File: config.mk
export PLATFORM = sky130hd
export DESIGN_NAME = mult_par_pipe
export DESIGN_NICKNAME = d
export VERILOG_FILES = /design/src/rtl/mult_pkg.sv /design/src/rtl/mult_par_delay.sv /design/src/rtl/mult_par_pipe.sv
export SDC_FILE = /design/constraint.sdc
export NUM_CORES = 1
export LEC_CHECK = 0
export CELL_PAD_IN_SITES_DETAIL_PLACEMENT = 1
export CELL_PAD_IN_SITES_GLOBAL_PLACEMENT = 1
export CORE_MARGIN = 1.5
export CORE_UTILIZATION = 25
export DETAILED_ROUTE_END_ITERATION = 8
export PLACE_DENSITY = 0.58
export RECOVER_POWER = 25
export SETUP_SLACK_MARGIN = 0.1
export SLEW_MARGIN = 15
export SYNTH_ARGS = -nofsm -noshare
export SYNTH_HDL_FRONTEND = slang
export SYNTH_HIERARCHICAL = 1
export SYNTH_SLANG_ARGS = --single-unit
File: constraint.sdc
create_clock -name clk -period 9 [get_ports clk]
set_clock_uncertainty 0.05 [all_clocks]
set_input_delay 2.25 -clock clk [delete_from_list [all_inputs] [get_ports clk]]
set_output_delay 2.25 -clock clk [all_outputs]
set_load 0.02 [all_outputs]
File: src/rtl/mult_pkg.sv
// rtl/mult_pkg.sv - shared types and helpers for the parity-checked multiplier
//   state_t  : handshake FSM states (IDLE, BUSY)
//   parity() : even parity (reduction XOR) of a zero-extended vector up to PAR_MAX_W bits
package mult_pkg;

    typedef enum logic {
        IDLE = 1'b0,
        BUSY = 1'b1
    } state_t;

    // Zero-extension leaves XOR parity unchanged, so one fixed-width
    // function serves every operand and result width up to this size.
    localparam int PAR_MAX_W = 128;

    function automatic logic parity(input logic [PAR_MAX_W-1:0] v);
        return ^v;
    endfunction

endpackage

File: src/rtl/mult_par_delay.sv
// rtl/mult_par_delay.sv - LATENCY-deep valid/data/error delay line
//   clk, rst                         : clock, synchronous active-high reset
//   in_valid, in_data, in_err        : stage-0 inputs, sampled every edge
//   out_valid, out_data, out_err     : values presented LATENCY edges earlier
module mult_par_delay #(
    parameter int DATA_W  = 32,
    parameter int LATENCY = 2
) (
    input  logic              clk,
    input  logic              rst,
    input  logic              in_valid,
    input  logic [DATA_W-1:0] in_data,
    input  logic              in_err,
    output logic              out_valid,
    output logic [DATA_W-1:0] out_data,
    output logic              out_err
);

    logic [LATENCY-1:0] valid_q;
    logic [LATENCY-1:0] err_q;
    logic [DATA_W-1:0]  data_q [LATENCY];

    always_ff @(posedge clk) begin
        if (rst) begin
            valid_q <= '0;
            err_q   <= '0;
            for (int i = 0; i < LATENCY; i++) begin
                data_q[i] <= '0;
            end
        end else begin
            valid_q[0] <= in_valid;
            err_q[0]   <= in_err;
            data_q[0]  <= in_data;
            for (int i = 1; i < LATENCY; i++) begin
                valid_q[i] <= valid_q[i-1];
                err_q[i]   <= err_q[i-1];
                data_q[i]  <= data_q[i-1];
            end
        end
    end

    assign out_valid = valid_q[LATENCY-1];
    assign out_err   = err_q[LATENCY-1];
    assign out_data  = data_q[LATENCY-1];

endmodule

File: src/rtl/mult_par_pipe.sv
// rtl/mult_par_pipe.sv - signed multiplier with argument parity check and req/ack handshake; MULT_PAR_ERR_CNT_EN adds err_cnt
//   clk, rst                    : clock, synchronous active-high reset
//   req                         : request, sampled only in IDLE
//   arg_a/arg_b (+ _parity)     : signed operands with even parity bits
//   ack                         : one-cycle pulse, request accepted
//   result, result_parity       : 2*DATA_W signed product (0 on parity error) and its parity
//   result_rdy                  : one-cycle pulse, result valid
//   arg_parity_error            : last loaded result came from bad parity
//   err_cnt                     : saturating parity-error count (MULT_PAR_ERR_CNT_EN only)
module mult_par_pipe
    import mult_pkg::*;
#(
    parameter int DATA_W    = 16,
    parameter int LATENCY   = 2,
    parameter int ERR_CNT_W = 16
) (
    input  logic                  clk,
    input  logic                  rst,
    input  logic                  req,
    input  logic [DATA_W-1:0]     arg_a,
    input  logic                  arg_a_parity,
    input  logic [DATA_W-1:0]     arg_b,
    input  logic                  arg_b_parity,
    output logic                  ack,
    output logic [2*DATA_W-1:0]   result,
    output logic                  result_parity,
    output logic                  result_rdy,
    output logic                  arg_parity_error
`ifdef MULT_PAR_ERR_CNT_EN
    ,
    output logic [ERR_CNT_W-1:0]  err_cnt
`endif
);

    localparam int RES_W = 2 * DATA_W;
    localparam int CNT_W = $clog2(LATENCY + 1);

    // Degenerate parameter sets; the block is intentionally empty.
    localparam bit CFG_OK = (DATA_W >= 2) && (LATENCY >= 1) && (ERR_CNT_W >= 1)
                            && (RES_W <= PAR_MAX_W);
    if (!CFG_OK) begin : g_bad_cfg
    end

    state_t             state_q, state_d;
    logic [CNT_W-1:0]   cnt_q, cnt_d;
    logic               accept;
    logic               load;

    // Product is formed from the operands as they are accepted and then
    // carried through the delay line; sign-extending both operands to the
    // full result width makes the truncated RES_W product exact.
    logic signed [RES_W-1:0] a_ext, b_ext, prod_full;
    logic                    cap_err;
    logic [RES_W-1:0]        cap_data;

    assign a_ext     = {{DATA_W{arg_a[DATA_W-1]}}, arg_a};
    assign b_ext     = {{DATA_W{arg_b[DATA_W-1]}}, arg_b};
    assign prod_full = a_ext * b_ext;
    assign cap_err   = (arg_a_parity != parity(PAR_MAX_W'(arg_a)))
                     | (arg_b_parity != parity(PAR_MAX_W'(arg_b)));
    assign cap_data  = cap_err ? '0 : prod_full;

    logic             dl_valid;
    logic [RES_W-1:0] dl_data;
    logic             dl_err;

    mult_par_delay #(
        .DATA_W  (RES_W),
        .LATENCY (LATENCY)
    ) u_delay (
        .clk       (clk),
        .rst       (rst),
        .in_valid  (accept),
        .in_data   (cap_data),
        .in_err    (cap_err),
        .out_valid (dl_valid),
        .out_data  (dl_data),
        .out_err   (dl_err)
    );

    always_comb begin
        state_d = state_q;
        cnt_d   = cnt_q;
        accept  = 1'b0;
        load    = 1'b0;
        case (state_q)
            IDLE: begin
                if (req) begin
                    accept  = 1'b1;
                    cnt_d   = CNT_W'(LATENCY - 1);
                    state_d = BUSY;
                end
            end
            BUSY: begin
                if (cnt_q != '0) begin
                    cnt_d = cnt_q - CNT_W'(1);
                end else begin
                    // Delay line and counter expire on the same edge; the
                    // valid bit guards against loading a flushed entry.
                    load    = dl_valid;
                    state_d = IDLE;
                end
            end
            default: state_d = IDLE;
        endcase
    end

    always_ff @(posedge clk) begin
        if (rst) begin
            state_q          <= IDLE;
            cnt_q            <= '0;
            ack              <= 1'b0;
            result_rdy       <= 1'b0;
            result           <= '0;
            result_parity    <= 1'b0;
            arg_parity_error <= 1'b0;
        end else begin
            state_q    <= state_d;
            cnt_q      <= cnt_d;
            ack        <= accept;
            result_rdy <= load;
            if (load) begin
                result           <= dl_data;
                result_parity    <= parity(PAR_MAX_W'(dl_data));
                arg_parity_error <= dl_err;
            end
        end
    end

`ifdef MULT_PAR_ERR_CNT_EN
    always_ff @(posedge clk) begin
        if (rst) begin
            err_cnt <= '0;
        end else if (load && dl_err && (err_cnt != '1)) begin
            err_cnt <= err_cnt + ERR_CNT_W'(1);
        end
    end
`endif

endmodule

==> results.json <==
{
  "worstPathRequired_ns": 9.14,
  "drt_iter0_drc": 437,
  "synth_cell_types": 49,
  "cp-start-kind": "input port",
  "cts_tree": "built",
  "syn_inst": 1529,
  "syn_area_sq_um": 14000,
  "setup_tns_ns": 0,
  "final_core_utilization_pct": 28.7,
  "synth_top_family_by_area": "adder cells",
  "synthAdderAreaFrac_pct": 44.8,
  "grt_max_degree": 108,
  "postCtsSetupBuffers": 0,
  "yosys-top-cells-count": "inv_1, fa_1, nand2_1",
  "hold_path_class": "flip-flop to flip-flop",
  "clock_tree.root_cell": "clkbuf_16",
  "synth_mux_area_share_pct": 0.143,
  "worstHoldStart": "u_delay/data_q[0][28]$_SDFF_PP0_",
  "drc_errors": 0,
  "syn_nets": 1911,
  "diodes": 0,
  "std_cell_rows": 86,
  "ys_seq_elements": 107,
  "layout_min_cycle_time_ns": 8.45,
  "final_nets": 1952,
  "postRouteWirelength_microns": 35600,
  "wl_per_cell_microns": 15.3,
  "gr-usage-all-layers_pct": 13.1,
  "grt_pass1_wl_microns": 60200,
  "worst_slew_pin_slew_ns": 1.08,
  "synthSimpleGateAreaFrac_pct": 17.1,
  "synth-async-reset-ratio_pct": 0,
  "relSlewSlack_pct": 28.2,
  "cts.hold.buffers_added": 0,
  "setup_ws_ns": 0.545,
  "antenna_left": 0,
  "htree_levels": 3,
  "yosysSeqAreaShare_pct": 15.3,
  "synth_area_leader_cell": "fa_1",
  "finalSetupViolations": 0,
  "place_ws_ns": 0.108,
  "endpoint_kind": "flip-flop",
  "hold_viol_final": 0,
  "fp.dieH_microns": 240,
  "grt_pass1_vias": 11100,
  "antenna_found_initial": 1,
  "timing.hold.ws_ns": 0.390,
  "cts-resized-gates": 0,
  "vias": 9700,
  "gp_congestion": 0.835,
  "fmax_mhz": 118,
  "cp.arrival_ns": 8.59,
  "hold_depth": 1,
  "synth.avg_cell_area_sq_um": 9.18,
  "synth_compound_area_share_pct": 5.63,
  "port_buffers": 72,
  "crit_start": "arg_a[6]",
  "boundaryPins": 73,
  "fill_cells": 6491,
  "path_clk_slew_ns": 0.07,
  "synth_warnings": 6,
  "synthXorXnorAreaFrac_pct": 5.60,
  "rsz0062_at_grt": "false",
  "syn_to_final_growth_pct": 13.1,
  "crit_type": "input port to flip-flop",
  "vias_per_cell": 4.18,
  "drive_above_1_share_pct": 4.89,
  "cap_violations": 0,
  "min_period_over_period_pct": 93.9,
  "dp_hpwl_microns": 30700,
  "crit-reg2reg-launch": "cnt_q[0]$_SDFFE_PP0P_",
  "synthFlopType": "dfxtp_1",
  "die_area_sq_um": 57600,
  "slew_violations": 0,
  "ff2ff_path_depth": 5,
  "coreArea_sq_um": 55300,
  "initial_core_util_pct": 25.4,
  "grt_remaining_overflow": 0,
  "cts.path.max_buffers": 2,
  "drt_pre_antenna_iters": 4,
  "cts.sinks": 107,
  "synthTopCellsByArea": "fa_1, dfxtp_1, inv_1, ha_1, and2_1",
  "status": "finished, final reports clean",
  "synth_top_area_share_pct": 37.4,
  "cp_max_fo": 13,
  "synth_edf_count": 0,
  "die_w_microns": 240,
  "numCtsBuffers": 9,
  "yosysMostFrequentCell": "inv_1",
  "clock_latency_ns": 0.34
}
==> layout by cell type, fill, tap and decap left out, drive strengths merged, types with 9 or more instances in the layout <==
cell type and n:
a21oi 52, and2 123, and3 10, buf 53, clkbuf 11, clkdlybuf4s50 71, dfxtp 107, fa 262
ha 83, inv 293, nand2 193, nand2b 11, nor2 44, nor2b 77, nor3 9, o21ai 18
xnor2 67, xor2 15
==> cell type report <==
cell class	count	area, sq um	area share [%]
clock buffers	11	243	1.53
clock inverters	5	60.1	0.378
inverters	292	1100	6.91
multi-input cells	1036	10300	64.8
flip-flops and latches	107	2140	13.5
well taps	748	936	5.90
repair buffers	124	1110	6.99
==> stage by stage <==
step / cells / area [sq um]
after CTS: 2323 / 15900
after global routing: 2323 / 15900
after global placement: 2307 / 15600
after detailed placement: 2307 / 15600
final: 2323 / 15900
after floorplan: 1529 / 14000
==> sequential cells by signal (all words and copies together) (netlist names), 2 cells and up <==
name             flops
result              32
u_delay/valid_q      2
u_delay/err_q        2
cnt_q                2
u_delay/data_q      64
==> layer usage <==
layer	vias to the layer above	wire length [microns]	global-route usage, %
li1	4595	-	-
met1	4933	17200	18.2
met2	154	16600	22.4
met3	18	1490	1.70
met4	0	269	1.66
met5	-	0	0
==> kinds of logic (layout without fill, tap and decap cells) <==
| family | Yosys count | count (layout) |
|---|---|---|
| flip-flops | 107 | 107 |
| buffers and inverters | 386 | 432 |
| adder cells (fa/ha/maj) | 345 | 345 |
| XOR/XNOR | 84 | 84 |
| multiplexers | 2 | 2 |
| AO/OA/AOI/OAI | 124 | 124 |
| AND/OR/NAND/NOR | 481 | 481 |
==> final timing paths <==
kind                                 endpoint  slack [ns]
min          u_delay/data_q[0][60]$_SDFF_PP0_        0.39
min reg2reg  u_delay/data_q[0][60]$_SDFF_PP0_        0.39
max          u_delay/data_q[0][31]$_SDFF_PP0_        0.55
max reg2reg           result[21]$_SDFFE_PP0P_        7.41
==> worst max-delay path: stages <==
cell,delay (ns)
clkdlybuf4s50_1,0.72
and2_1,0.34
fa_1,0.53
inv_1,0.05
fa_1,0.42
fa_1,0.45
fa_1,0.51
inv_1,0.06
fa_1,0.54
inv_1,0.05
fa_1,0.48
inv_1,0.04
ha_1,0.36
a211oi_1,0.25
o21ai_0,0.12
o211ai_1,0.11
a31oi_1,0.17
a2111o_1,0.44
a22oi_2,0.30
a2111o_1,0.20
o211ai_1,0.07
nor2b_1,0.14
Power is left out: the tool's default activity adds up to more than one toggle a clock period on the data nets, which glitch-free logic cannot reach.
